==> src/rtl/pipe_stall_ctrl.sv <==
// Pipeline stall/flush controller for a 5-stage in-order core: decides PC/IF-ID
// freezes, flush and bubble insertion, and keeps stall performance/timeout status.
module pipe_stall_ctrl #(
    parameter int CNT_W     = 16,
    parameter int MAX_STALL = 8
) (
    input  logic             i_sys_clk,
    input  logic             i_sys_rst_n,
    input  logic             i_hazard_detected,
    input  logic             i_branch_taken,
    input  logic             i_mem_busy,
    input  logic             i_cnt_clr,
    output logic             o_pc_freeze,
    output logic             o_ifid_freeze,
    output logic             o_ifid_flush,
    output logic             o_idex_bubble,
    output logic             o_mem_hold,
    output logic [1:0]       o_state,
    output logic [CNT_W-1:0] o_stall_cnt,
    output logic             o_stall_timeout
);

    typedef enum logic [1:0] {
        ST_RUN       = 2'd0,
        ST_HAZ_STALL = 2'd1,
        ST_MEM_WAIT  = 2'd2,
        ST_FLUSH     = 2'd3
    } state_e;

    localparam logic [7:0]       MAX_STALL_C = 8'(MAX_STALL);
    localparam logic [CNT_W-1:0] CNT_MAX_C   = {CNT_W{1'b1}};
    localparam logic [CNT_W-1:0] CNT_ONE_C   = {{(CNT_W-1){1'b0}}, 1'b1};

    state_e           state_r;
    state_e           state_nxt_s;
    logic             hazard_en_s;
    logic             hazard_stall_s;
    logic [7:0]       consec_r;
    logic [7:0]       consec_nxt_s;
    logic [CNT_W-1:0] stall_cnt_r;
    logic             timeout_r;

    // Hazards are ignored in FLUSH: the ID slot already holds a flushed bubble.
    always_comb begin
        hazard_en_s = 1'b1;
        case (state_r)
            ST_RUN:       hazard_en_s = 1'b1;
            ST_HAZ_STALL: hazard_en_s = 1'b1;
            ST_MEM_WAIT:  hazard_en_s = 1'b1;
            ST_FLUSH:     hazard_en_s = 1'b0;
            default:      hazard_en_s = 1'b1;
        endcase
    end

    // Prioritised control decode (mem_busy > branch > hazard) and next state.
    always_comb begin
        o_pc_freeze    = 1'b0;
        o_ifid_freeze  = 1'b0;
        o_ifid_flush   = 1'b0;
        o_idex_bubble  = 1'b0;
        o_mem_hold     = 1'b0;
        hazard_stall_s = 1'b0;
        state_nxt_s    = ST_RUN;
        if (i_mem_busy) begin
            o_pc_freeze   = 1'b1;
            o_ifid_freeze = 1'b1;
            o_mem_hold    = 1'b1;
            state_nxt_s   = ST_MEM_WAIT;
        end else if (i_branch_taken) begin
            o_ifid_flush  = 1'b1;
            o_idex_bubble = 1'b1;
            state_nxt_s   = ST_FLUSH;
        end else if (i_hazard_detected && hazard_en_s) begin
            o_pc_freeze    = 1'b1;
            o_ifid_freeze  = 1'b1;
            o_idex_bubble  = 1'b1;
            hazard_stall_s = 1'b1;
            state_nxt_s    = ST_HAZ_STALL;
        end else begin
            state_nxt_s = ST_RUN;
        end
    end

    // State register.
    always_ff @(posedge i_sys_clk or negedge i_sys_rst_n) begin
        if (!i_sys_rst_n) begin
            state_r <= ST_RUN;
        end else begin
            state_r <= state_nxt_s;
        end
    end

    // Consecutive hazard-stall length, saturating at the timeout threshold.
    always_comb begin
        consec_nxt_s = 8'd0;
        if (hazard_stall_s) begin
            if (consec_r < MAX_STALL_C) begin
                consec_nxt_s = consec_r + 8'd1;
            end else begin
                consec_nxt_s = consec_r;
            end
        end else begin
            consec_nxt_s = 8'd0;
        end
    end

    // Consecutive hazard counter register.
    always_ff @(posedge i_sys_clk or negedge i_sys_rst_n) begin
        if (!i_sys_rst_n) begin
            consec_r <= 8'd0;
        end else begin
            consec_r <= consec_nxt_s;
        end
    end

    // Saturating count of frozen-PC cycles; clear wins over increment.
    always_ff @(posedge i_sys_clk or negedge i_sys_rst_n) begin
        if (!i_sys_rst_n) begin
            stall_cnt_r <= {CNT_W{1'b0}};
        end else if (i_cnt_clr) begin
            stall_cnt_r <= {CNT_W{1'b0}};
        end else if (o_pc_freeze && (stall_cnt_r != CNT_MAX_C)) begin
            stall_cnt_r <= stall_cnt_r + CNT_ONE_C;
        end else begin
            stall_cnt_r <= stall_cnt_r;
        end
    end

    // Sticky timeout, raised on the edge the stall length reaches MAX_STALL.
    always_ff @(posedge i_sys_clk or negedge i_sys_rst_n) begin
        if (!i_sys_rst_n) begin
            timeout_r <= 1'b0;
        end else if (i_cnt_clr) begin
            timeout_r <= 1'b0;
        end else if (hazard_stall_s && (consec_nxt_s == MAX_STALL_C)) begin
            timeout_r <= 1'b1;
        end else begin
            timeout_r <= timeout_r;
        end
    end

    assign o_state         = state_r;
    assign o_stall_cnt     = stall_cnt_r;
    assign o_stall_timeout = timeout_r;

endmodule

==> config.mk <==
export PLATFORM = sky130hd
export DESIGN_NAME = pipe_stall_ctrl
export DESIGN_NICKNAME = d
export VERILOG_FILES = /design/src/rtl/pipe_stall_ctrl.sv
export SDC_FILE = /design/constraint.sdc
export NUM_CORES = 1
export LEC_CHECK = 0
export CAP_MARGIN = 10
export CORE_MARGIN = 2
export CORE_UTILIZATION = 36
export DETAILED_ROUTE_END_ITERATION = 7
export PLACE_DENSITY_LB_ADDON = 0.3
export SETUP_SLACK_MARGIN = 0.3
export SLEW_MARGIN = 40
export SYNTH_ARGS = -nofsm -noshare
export SYNTH_HDL_FRONTEND = slang
export SYNTH_SLANG_ARGS = --single-unit
==> constraint.sdc <==
create_clock -name i_sys_clk -period 4.8 [get_ports i_sys_clk]
set_input_delay 0.96 -clock i_sys_clk [delete_from_list [all_inputs] [get_ports i_sys_clk]]
set_output_delay 0.96 -clock i_sys_clk [all_outputs]
set_load 0.05 [all_outputs]
==> results.json, run 1 <==
{
  "status": "finished clean",
  "post-route-period-util": 0.801,
  "detail-route-antenna-nets": 0,
  "cp_common_cell": "clkdlybuf4s50_1",
  "final_common_cell": "clkdlybuf4s50_1",
  "r2r_start": "o_state[0]$_DFF_PN0_",
  "clock-sinks": 27,
  "yosysSeqAreaShare": 0.459,
  "cts_hold_buffers": 0,
  "routed_via_density": 5.45,
  "clk_pin_slew_ns": 0.09,
  "clock_skew_ns": 0.00537,
  "rows": 23,
  "clock_latency_ns": 0.27,
  "p_per_area_mw_per_mm2": 229,
  "yosysWarnings": 0,
  "cts_setup_buffers": 0,
  "stdcell_count": 232,
  "syn_area_per_cell_um2": 9.62,
  "area_growth_syn_to_layout_pct": 25.5,
  "vias": 1265,
  "worstMarginPinSlew_ns": 0.612,
  "ys_seq_elements": 27,
  "slew_headroom": 0.589,
  "htree_levels": 1,
  "synth_nets": 161,
  "place_congestion": 0.794,
  "port_buffers": 29,
  "hold_class": "reg -> reg",
  "final-hold-violation-count": 0,
  "dpl.hpwl_um": 2300,
  "grtUsageTotal": 0.152,
  "reg2reg_depth": 5,
  "grt_start_max_net_pins": 28,
  "ctsResizeCount": 0,
  "drv_cap": 0,
  "startpoint_type": "primary input",
  "path_buf_inv": 4,
  "die_h_um": 67.9,
  "critPathKind": "in -> out",
  "grt_overflow": 0,
  "crit_slowest_cell": "clkdlybuf4s50_1",
  "firstDrtPassIters": 5,
  "start_util": 0.371,
  "reg2reg_slack_ns": 2.95,
  "final_cell_mix": "clkdlybuf4s50_1, dfrtp_1, nor2_1",
  "crit_family": "buffers and inverters",
  "drc": 0,
  "max_stage_delay_ns": 0.80,
  "nets": 191,
  "root_buffer": "clkbuf_8",
  "slew_viol_final": 0,
  "dieWidth_um": 67.9,
  "dp.cells": 228,
  "clk_path_buf_depth": 2,
  "finalCriticalPeriod_ns": 3.85,
  "worst-path-max-fanout": 25,
  "rsz0062_at_grt": "false",
  "fillers": 386,
  "tns_ns": 0,
  "setup_violations": 0,
  "holdPathEnd": "consec_r[7]$_DFF_PN0_",
  "antennaDiodeCount": 0,
  "syn-cell-area_mm2": 0.00147,
  "num_io_pins": 30,
  "wl_per_cell_um": 13.7,
  "core-area_mm2": 0.00397,
  "synth_ff_type": "dfrtp_1",
  "cts_tree": "yes",
  "layout-drive-gt1-share": 0.132,
  "cts-buffers-inserted": 3,
  "critical_path_required_ns": 3.84,
  "ys_types": 35,
  "dieArea_mm2": 0.00461,
  "p_leak_nw": 0.737,
  "grt_pass1_wl_um": 5380,
  "ir_worst_vdd_mv": 0.172,
  "worstHoldStart": "consec_r[7]$_DFF_PN0_",
  "grt_pass1_vias": 1247,
  "antenna_found_initial": 0,
  "path_cells": "clkdlybuf4s50_1 -> a21boi_2 -> a21oi_1 -> buf_4 -> inv_1 -> clkdlybuf4s50_1",
  "wirelength_um": 3170,
  "worstReg2RegEnd": "o_stall_cnt[15]$_DFFE_PN0P_",
  "crit_arrival_ns": 2.89,
  "critPathCaptureType": "primary output",
  "synthArstFlopShare": 1.00,
  "drt_iter0_markers": 65,
  "whs_path_depth": 1,
  "fmax_mhz": 260,
  "synth_enable_flop_cells": 0,
  "synthCells": 153
}
[report_power, final]
group | switching [mW] | total (mW) | internal [mW]
clock network | 0.0723 | 0.131 | 0.0582
registers | 0.00396 | 0.234 | 0.230
logic | 0.0396 | 0.0585 | 0.0189
[state kept, by name (all words and copies together) (netlist names)]
signal           count
o_state              2
o_stall_cnt         16
consec_r             8
o_stall_timeout      1
[per-layer routing]
metal | vias to the layer above | routed length, µm | global-route usage
met2 | 34 | 1620 | 0.277
met3 | 4 | 151 | 0.0362
met4 | 0 | 13 | 0.0475
met5 | - | 0 | 0
met1 | 598 | 1380 | 0.174
li1 | 629 | - | -
[area by class of cell]
class,instances,area (µm²),area share
Clock buffer,3,41.3,0.0224
Clock inverter,1,5.00,0.00271
Inverter,4,15.0,0.00813
Multi-Input combinational cell,115,739,0.400
Sequential cell,27,676,0.366
Tap cell,50,62.6,0.0339
Timing Repair Buffer,32,308,0.167
[logic make-up after synthesis]
kind of cell    Yosys count  share of synthesized area
compound gates           25                      0.105
xor+xnor                  1                    0.00595
mux                       8                     0.0612
flops                    27                      0.459
buf+inv                  11                     0.0383
fa+ha+maj                 2                     0.0170
simple gates             79                      0.313
[cell usage after synthesis (4+ instances only)]
cell,number,area (µm²)
a21oi_1,12,60.1
and3_1,4,25.0
dfrtp_1,27,676
inv_1,4,15.0
mux2_2,8,90.1
nand2_1,5,18.8
nand3_1,9,45.0
nand4_1,6,37.5
nor2_1,18,67.6
nor2b_1,8,50.1
nor4_1,8,50.1
o21ai_0,4,20.0
o31ai_1,6,45.0
or4_1,6,45.0
[per-stage QoR]
stage          worst slack (ns)  hold slack, ns  power [mW]  utilization  instance area, µm²
2_1_floorplan              1.56           0.478       0.275            -                1470
3_3_place_gp               1.00           0.494       0.297        0.455                1810
3_5_place_dp              0.958           0.503       0.298        0.455                1810
4_1_cts                   0.959           0.528       0.428        0.466                1850
5_1_grt                   0.857           0.567       0.445        0.465                1850
6_report                  0.954           0.527       0.423        0.465                1850
[how the worst max path moves through the flow]
stage	cells after the start	to	slack, ns	from
finish	6	o_ifid_freeze	0.95	i_hazard_detected
floorplan	5	o_pc_freeze	1.56	i_hazard_detected
global route	6	o_ifid_freeze	0.86	i_hazard_detected
CTS	6	o_ifid_freeze	0.96	i_hazard_detected
detailed placement	6	o_ifid_freeze	0.96	i_hazard_detected
global placement	6	o_ifid_freeze	1.00	i_hazard_detected
(Power assumes the default switching activity.)
==> run 2: changes to the inputs <==
- clock period: 4.8 -> 3.6 ns (I/O delays scaled with it)
==> run 2 against run 1 <==
Effect of this change:
- final cell count increased by 0.43%
- first-iteration DRC count increased to 2.5 times the previous value
- setup slack got worse by 0.50 ns
- register-to-register slack got worse by 1.3 ns
- worst hold slack got worse by 0.013 ns
- flip-flop and latch count unchanged
- die area unchanged
- power increased by 34%
- clock-buffer cell count unchanged
- clock skew about the same
- combinational power increased by 35%
- utilization increased by 0.063 points
- critical endpoint is now o_idex_bubble
- largest cell class unchanged
- highest routed layer unchanged
==> results.json, run 2 (synthesis gave the netlist of run 1 again) <==
{
  "reg2reg_depth": 5,
  "path_cells": "clkdlybuf4s50_1 -> a21boi_2 -> nor2_1 -> nor2_1 -> clkdlybuf4s50_1",
  "worstReg2RegEnd": "o_stall_cnt[14]$_DFFE_PN0P_",
  "drt_iter0_markers": 163,
  "finalCriticalPeriod_ns": 3.15,
  "nets": 192,
  "hold_slack_ns": 0.515,
  "slew_headroom": 0.513,
  "drv_cap": 0,
  "final-hold-violation-count": 0,
  "cts_tree": "yes",
  "root_buffer": "clkbuf_8",
  "worstMarginPinSlew_ns": 0.731,
  "slew_viol_final": 0,
  "ir_worst_vdd_mv": 0.156,
  "layout-drive-gt1-share": 0.148,
  "final_common_cell": "dfrtp_1",
  "fillers": 403,
  "holdPathEnd": "consec_r[7]$_DFF_PN0_",
  "dp.cells": 229,
  "place_congestion": 0.827,
  "status": "finished clean",
  "crit_family": "buffers and inverters",
  "clock_latency_ns": 0.28,
  "critical_path_required_ns": 2.88,
  "worstHoldStart": "consec_r[7]$_DFF_PN0_",
  "worst-path-max-fanout": 7,
  "whs_path_depth": 1,
  "port_buffers": 29,
  "critPathCaptureType": "primary output",
  "dpl.hpwl_um": 2220,
  "grt_start_max_net_pins": 28,
  "detail-route-antenna-nets": 0,
  "wirelength_um": 3100,
  "grtUsageTotal": 0.151,
  "clock_skew_ns": 0.00511,
  "startpoint_type": "primary input",
  "reg2reg_slack_ns": 1.61,
  "grt_overflow": 0,
  "core-area_mm2": 0.00397,
  "crit_arrival_ns": 2.43,
  "drc": 0,
  "vias": 1266,
  "final_cell_mix": "dfrtp_1, clkdlybuf4s50_1, nor2_1",
  "setup_violations": 0,
  "dieArea_mm2": 0.00461,
  "cts-buffers-inserted": 3,
  "cts_hold_buffers": 0,
  "antennaDiodeCount": 0,
  "crit_slowest_cell": "clkdlybuf4s50_1",
  "p_per_area_mw_per_mm2": 307,
  "grt_pass1_wl_um": 5310,
  "max_stage_delay_ns": 0.82,
  "firstDrtPassIters": 4,
  "largest_reg_flops": 16,
  "wl_per_cell_um": 13.3,
  "cp_num_cells": 5,
  "ctsResizeCount": 0,
  "hold_class": "reg -> reg",
  "p_leak_nw": 0.743,
  "routed_via_density": 5.43,
  "post-route-util": 0.466,
  "rsz0062_at_grt": "false",
  "start_util": 0.371,
  "die_h_um": 67.9,
  "stdcell_count": 233,
  "tns_ns": 0,
  "post-route-period-util": 0.875,
  "dieWidth_um": 67.9,
  "path_buf_inv": 2,
  "num_io_pins": 30,
  "htree_levels": 1,
  "clock-sinks": 27,
  "r2r_start": "o_state[0]$_DFF_PN0_",
  "rows": 23,
  "clk_path_buf_depth": 2,
  "grt_pass1_vias": 1166,
  "critPathKind": "in -> out",
  "antenna_found_initial": 0,
  "fmax_mhz": 317,
  "clk_pin_slew_ns": 0.09,
  "cts_setup_buffers": 0,
  "area_growth_syn_to_layout_pct": 25.7
}
[run 2: area by class of cell]
class,instances,area (µm²),area share
multi-input combinational,115,739,0.400
sequential,27,676,0.365
timing repair buffer,33,310,0.168
tap,50,62.6,0.0338
clock buffer,3,41.3,0.0223
inverter,4,15.0,0.00812
clock inverter,1,5.00,0.00271
[run 2: worst max-delay path by stage]
stage	from	endpoint	slack [ns]
final	i_hazard_detected	o_idex_bubble	0.45
after global routing	i_hazard_detected	o_idex_bubble	0.34
after CTS	i_hazard_detected	o_idex_bubble	0.43
after detailed placement	i_hazard_detected	o_idex_bubble	0.44
after global placement	i_hazard_detected	o_idex_bubble	0.49
after floorplan	i_hazard_detected	o_pc_freeze	0.84
[run 2: metrics by stage]
stage                     instance area, µm²  worst slack (ns)  total power [mW]
after global routing                    1850             0.340             0.595
after detailed placement                1800             0.444             0.398
after floorplan                         1470             0.843             0.366
after global placement                  1810             0.493             0.397
after CTS                               1850             0.431             0.573
final                                   1850             0.450             0.567
[run 2: power by group]
part	leakage, nW	internal [mW]	total (mW)	switching [mW]
clock	0.0255	0.0778	0.176	0.0981
combinational	0.348	0.0257	0.0789	0.0532
sequential	0.370	0.307	0.312	0.00524
[run 2: worst register-to-register path, delay by kind of cell (launching register included)]
family / cells / cell delay (ns)
and+or+nand+nor: 1 / 0.35
muxes: 1 / 0.37
AOI/OAI and AO/OA: 2 / 0.53
DFF: 1 / 0.41
buffers and inverters: 1 / 0.25
[run 2: metal layers]
metal	GRT usage	vias up	routed length, µm	part of all wire
met5	0	-	0	0
met1	0.189	605	1390	0.45
met3	0.0247	4	128	0.041
met2	0.256	29	1520	0.49
met4	0.0675	0	60	0.019
li1	-	628	-	-
==> run 3: changes to the inputs <==
- CAP_MARGIN: 10 -> 25
- CTS_CLUSTER_SIZE: default -> 30
==> results of run 3 <==
Final layout, timing and power as in run 2 (identical DEF).
